### config.mk
export PLATFORM = sky130hd
export DESIGN_NAME = aes_inv_round_ctrl
export DESIGN_NICKNAME = d
export VERILOG_FILES = /design/src/rtl/aes_inv_round_ctrl.sv
export SDC_FILE = /design/constraint.sdc
export NUM_CORES = 1
export LEC_CHECK = 0
export BUFFER_PORTS_ARGS = -buffer_cell sky130_fd_sc_hd__buf_2
export CAP_MARGIN = 20
export CORE_AREA = 2 2 204 206
export CTS_BUF_LIST = sky130_fd_sc_hd__clkbuf_16
export CTS_CLUSTER_SIZE = 8
export DETAILED_ROUTE_END_ITERATION = 6
export DIE_AREA = 0 0 206 208
export GPL_TIMING_DRIVEN = 0
export PLACE_DENSITY = 0.44
export SYNTH_ARGS = -nofsm -noshare
export SYNTH_HDL_FRONTEND = slang
export SYNTH_SLANG_ARGS = --single-unit
### constraint.sdc
create_clock -name clk -period 5.5 [get_ports clk]
set_input_delay 1.1 -clock clk [delete_from_list [all_inputs] [get_ports clk]]
set_output_delay 1.1 -clock clk [all_outputs]
set_load 0.02 [all_outputs]
### src/rtl/aes_inv_round_ctrl.sv
// Iterative AES-128 decryption sequencer: walks a shared inverse-round datapath
// through the initial AddRoundKey, nine full inverse rounds and the final round.
module aes_inv_round_ctrl #(
   parameter int ROUND_LAT  = 2,
   parameter int NUM_ROUNDS = 10
) (
   input  logic         clk,
   input  logic         rst_n,
   input  logic         abort,
   input  logic         in_valid,
   output logic         in_ready,
   input  logic [127:0] in_data,
   output logic         rnd_start,
   output logic [1:0]   rnd_sel,
   output logic [3:0]   key_idx,
   output logic [127:0] rnd_data_o,
   input  logic [127:0] rnd_data_i,
   output logic         out_valid,
   input  logic         out_ready,
   output logic [127:0] out_data,
   output logic         busy,
   output logic [3:0]   pass_cnt
);

   typedef enum logic [1:0] {IDLE, ISSUE, WAIT, DONE} state_t;

   localparam logic [3:0] LAST_PASS = 4'(NUM_ROUNDS);
   localparam logic [3:0] WAIT_INIT = 4'(ROUND_LAT - 1);

   state_t       r_state;
   state_t       w_nextState;
   logic [127:0] r_stateQ;
   logic [3:0]   r_passCnt;
   logic [3:0]   r_waitCnt;
   logic         w_accept;
   logic         w_capture;

   // Abort blocks both acceptance and the result capture in the same cycle.
   assign w_accept  = (r_state == IDLE) && in_valid && !abort;
   assign w_capture = (r_state == WAIT) && (r_waitCnt == 4'd0) && !abort;

   always_comb begin
      w_nextState = r_state;
      in_ready    = 1'b0;
      rnd_start   = 1'b0;
      out_valid   = 1'b0;
      unique case (r_state)
         IDLE: begin
            in_ready = 1'b1;
            if (w_accept) w_nextState = ISSUE;
         end
         ISSUE: begin
            rnd_start   = 1'b1;
            w_nextState = WAIT;
         end
         WAIT: begin
            if (w_capture) w_nextState = (r_passCnt == LAST_PASS) ? DONE : ISSUE;
         end
         DONE: begin
            out_valid = 1'b1;
            if (out_ready) w_nextState = IDLE;
         end
         default: w_nextState = IDLE;
      endcase
      if (abort) w_nextState = IDLE;
   end

   always_ff @(posedge clk or negedge rst_n) begin
      if (!rst_n) r_state <= IDLE;
      else        r_state <= w_nextState;
   end

   always_ff @(posedge clk or negedge rst_n) begin
      if (!rst_n) begin
         r_stateQ  <= '0;
         r_passCnt <= '0;
         r_waitCnt <= '0;
      end else if (abort) begin
         r_passCnt <= '0;
      end else begin
         if (w_accept) begin
            r_stateQ  <= in_data;
            r_passCnt <= '0;
         end
         if (r_state == ISSUE) r_waitCnt <= WAIT_INIT;
         if (r_state == WAIT && r_waitCnt != 4'd0) r_waitCnt <= r_waitCnt - 4'd1;
         if (w_capture) begin
            r_stateQ <= rnd_data_i;
            if (r_passCnt != LAST_PASS) r_passCnt <= r_passCnt + 4'd1;
         end
      end
   end

   // Pass 0 is the bare AddRoundKey with the last round key; the final pass skips InvMixColumns.
   always_comb begin
      rnd_sel = 2'd1;
      if (r_passCnt == 4'd0)           rnd_sel = 2'd0;
      else if (r_passCnt == LAST_PASS) rnd_sel = 2'd2;
   end

   assign key_idx    = LAST_PASS - r_passCnt;
   assign rnd_data_o = r_stateQ;
   assign out_data   = r_stateQ;
   assign busy       = (r_state != IDLE);
   assign pass_cnt   = r_passCnt;

endmodule

Yosys cells after proc, flatten, opt, wreduce, memory -nomap -nowiden
Cells that the tools add are included.
Storage, ports and cells
  register bits after elaboration: 138
  bits of input ports: 261
  output and inout port bits: 270
  logic and storage cells: 51
Cells by class
  $add $sub $neg: 3
  equal/unequal tests: 8
  muxes and demuxes: 19
  bitwise operators: 1
  reduce and logical (&&, ||, !) cells: 16
Operators with widths (count)
  128-bit two-way mux: 2
  4-bit two-way mux: 6
  2-bit two-way mux: 7
  3-bit != test (second input constant): 3
  4-bit logical NOT: 2
  2-bit case mux with 4 select lines: 1
  2-bit nonzero test: 3
  1-bit logical AND: 5
  4-bit by 1-bit adder with 4-bit output (second input constant): 1
  2-bit equality test (second input constant): 2
  4-bit equality test (second input constant): 1
  4-bit != test (second input constant): 1
  2-bit AND reduction: 2
  4-bit nonzero test: 1
  4-bit by 1-bit subtractor with 4-bit output (second input constant): 1
  4-bit subtractor (first input constant): 1
  1-bit two-way mux: 3
  3-bit AND reduction: 1
  2-bit by 1-bit equality test with 1-bit output (second input constant): 1
  2-bit logical NOT: 1
  1-bit logical NOT: 1
  1-bit inverter: 1

Logic depth before layout (Yosys ltp)
  word-level depth: 7
  mapped depth: 7
  gate-level depth less buffers: 5

Least setup slack after synthesis
Ideal clock, no wire load.
  path kind: input port to flip-flop
  start: input port abort
  end: register r_stateQ[69], in the netlist out_data[69]
  library setup time: 125 ps
  data arrival time: 2605 ps
  data required time: 5375 ps
  path slack: 2770 ps
  stages: 6
  path buffers: 3
  path through: buf_2 > nor4b_4 > buf_2 > buf_2 > mux2_2 > mux2_4
Between the ends
  cells in the longest elaborated chain, start to end: 4
  elaborated cells on any way between the ends: 7
  classes of those cells: mux (1); bitwise (1); reduce/logical (5)
Ends and longest elaborated chain
  start, declared: line 9  | input logic abort,
  1-bit logical NOT: line 39, 40
  1-bit logical AND (on tied branches): line 39, 40
  2-bit nonzero test (no source line)
  2-bit AND reduction (no source line)
  end signal, assigned: line 82  | r_stateQ <= in_data;
  end signal, assigned: line 88  | r_stateQ <= rnd_data_i;
  end, declared: line 32  | logic [127:0] r_stateQ;
Parallel ways exist; a longest one is shown, timed or not.
A chain may end at the register's enable or synchronous reset.

Worst setup path in the final report
Same ends and word-level chain as after synthesis.

==> impl_metrics.tcl <==
set metrics [dict create \
    status "finished, final reports clean" \
    grtUsageMet2_pct 22.84 \
    route.vias.total 6643 \
    worst_pin_slew_ps 636.5 \
    max_freq_ghz 0.3277 \
    fin_nets 1442 \
    gr-total-overflow 0 \
    grt_max_degree 71 \
    rsz0062_at_grt "false" \
    cap_violations 0 \
    io_pins 531 \
    syn-cell-area_um2 8122 \
    coreArea_um2 40550 \
    dieArea_um2 42850 \
    cts-root-buf "clkbuf_16" \
    first_pass_iters 4 \
    async_reset_ff_share_pct 100.0 \
    synth_cell_types 40 \
    cts_setup_buffers 0 \
    drive_gt1_share_pct 81.67 \
    leakage_nw 6.188 \
    row_count 74 \
    via_per_inst 3.858 \
    n_fill_cell 4310 \
    ys_top_cells_by_count "225 x mux2_2, 138 x dfrtp_1, 136 x buf_4" \
    seq_area_frac_synth_pct 42.52 \
    post_cts_resized 0 \
    cts_hold_buf 0 \
    clk_latency_ps 440 \
    path_clk_slew_ps 60 \
    yosys_warnings 0 \
    drt_iter0_markers 173 \
    grt_first_pass_wirelength_mm 41.82 \
    grt_pass1_vias 6572 \
    critPathArrivalTime_ps 3370 \
    grtUsageTotal_pct 13.22 \
    end_kind "register" \
    powerDensity_nw_per_um2 466.7 \
    place_congestion 0.8315 \
    period_share_pct 55.49 \
    synth_top_cell_by_area "dfrtp_1" \
    synth_edf_count 0 \
    syn_avg_cell_area_um2 12.93 \
    die-width_um 206 \
    synthTopCellsByArea "dfrtp_1 43%, mux2_2 31%, buf_4 13%" \
    cts_tree "done" \
    routedWlPerCell_um 17.10 \
    syn_inst 628 \
    ys_seq_elements 138 \
    cts.sinks 138 \
    slew_viol_final 0 \
    busiest_layer "met2" \
    cts_buffer_depth 2 \
    yosysMostFrequentCell "mux2_2" \
    fin_setup_tns_ps 0 \
    cp_max_fo 10 \
    finalWirelength_mm 29.45 \
    hp-class "register to register" \
    finalClockSkew_ps 5.983 \
    drc 0 \
    whs_ps 597.8 \
    h-tree-depth 4 \
    antenna_found_initial 1 \
    post-dp-hpwl_mm 23.64 \
    gr-usage-met1_pct 16.27 \
    setup.worst_path.class "input pin to register" \
    slew_headroom_pct 57.39 \
    yosysTopAreaCellShare_pct 42.52 \
    die_h_um 208 \
    syn_nets 893 \
    syn_to_final_growth_pct 48.53 \
    gr-usage-met3_pct 2.694 \
    start_util_pct 20.03 \
    cts_inserted_buffers 17 \
    start_kind "input pin" \
    ir_drop_uv 202.7 \
    io_buffers 529 \
    worstPathRequired_ps 5820 \
    ys.flop_type "dfrtp_1" \
    fin_crit_ps 3052 \
    antenna_left 0 \
    setup-violations-final 0 \
    hold_viol 0 \
]
[final cells by class]
cell class / count / area, µm² / area share (%)
flip-flops and latches: 138 / 3453 / 28.63
clock buffers: 17 / 425.4 / 3.527
repair buffers: 530 / 2685 / 22.26
plain buffers: 162 / 1171 / 9.709
multi-input cells: 319 / 3463 / 28.71
well taps: 532 / 665.6 / 5.518
inverters: 9 / 33.78 / 0.2801
clock inverters: 14 / 162.7 / 1.348
diodes: 1 / 2.502 / 0.02074
[registers in the layout (all words and copies together), names as in the netlist]
register	flops
r_state	2
r_waitCnt	4
pass_cnt	4
out_data	128
[stage by stage]
stage / cell area [µm²] / setup slack [ps] / utilization (%) / cells / power (mW)
after global routing: 12060 / 2296 / 29.75 / 1722 / 5.946
final: 12060 / 2448 / 29.75 / 1722 / 5.630
after detailed placement: 11470 / 1873 / 28.29 / 1690 / 4.465
after floorplan: 8122 / 2770 / - / 628 / 3.517
after global placement: 11430 / 899.7 / 28.20 / 1689 / 4.446
after CTS: 12060 / 2351 / 29.74 / 1721 / 5.710
[cell usage in the layout, fill, tap and decap left out, types with 4 or more instances in the layout]
| master | instances |
|---|---|
| dfrtp_1 | 138 |
| clkbuf_16 | 17 |
| bufinv_16 | 4 |
| clkbuf_1 | 4 |
| clkinv_1 | 6 |
| o21ai_0 | 4 |
| nand2_1 | 5 |
| nand2b_1 | 5 |
| ha_1 | 4 |
| inv_1 | 11 |
| buf_6 | 4 |
| a21oi_1 | 4 |
| buf_2 | 546 |
| nor2b_1 | 5 |
| mux2_2 | 225 |
| buf_4 | 136 |
| mux2_4 | 30 |
[report_power, final]
group,total [mW],switching [mW],internal [mW]
logic,2.76,1.39,1.37
registers,1.66,0.318,1.34
clock network,1.20,0.463,0.741
[metal layers]
layer	vias to the layer above	share of wire, %
met4	0	1.4
li1	3170	-
met2	232	51
met3	20	5.4
met1	3221	42
met5	-	0
[path summary, 6_finish.rpt]
check	startpoint	slack [ps]	cells past startpoint	endpoint
hold / removal	r_waitCnt[1]	600	1	r_waitCnt[1]
min in group asynchronous	rst_n	610	1	out_data[120]
hold reg to reg	r_waitCnt[1]	600	1	r_waitCnt[1]
setup reg to reg	r_state[0]	2750	6	out_data[69]
max in group asynchronous	rst_n	4100	2	out_data[41]
setup / recovery	abort	2450	6	out_data[69]
[critical path, cell delays in order]
cell and delay, ps:
buf_2 160, nor4b_4 630, buf_2 450, buf_2 400
mux2_2 380, mux2_4 250
[cells by family (layout without fill, tap and decap cells)]
kind of cell / Yosys count / after routing / share of synthesized area, %
fa+ha+maj: 4 / 4 / 0.6163
flops: 138 / 138 / 42.52
simple gates: 35 / 35 / 2.989
compound gates: 21 / 21 / 1.834
xor+xnor: 2 / 2 / 0.2157
other cells: 0 / 1 / 0
mux: 257 / 257 / 36.99
buf+inv: 171 / 732 / 14.84
Note: power is estimated with default switching activity, not from simulation.
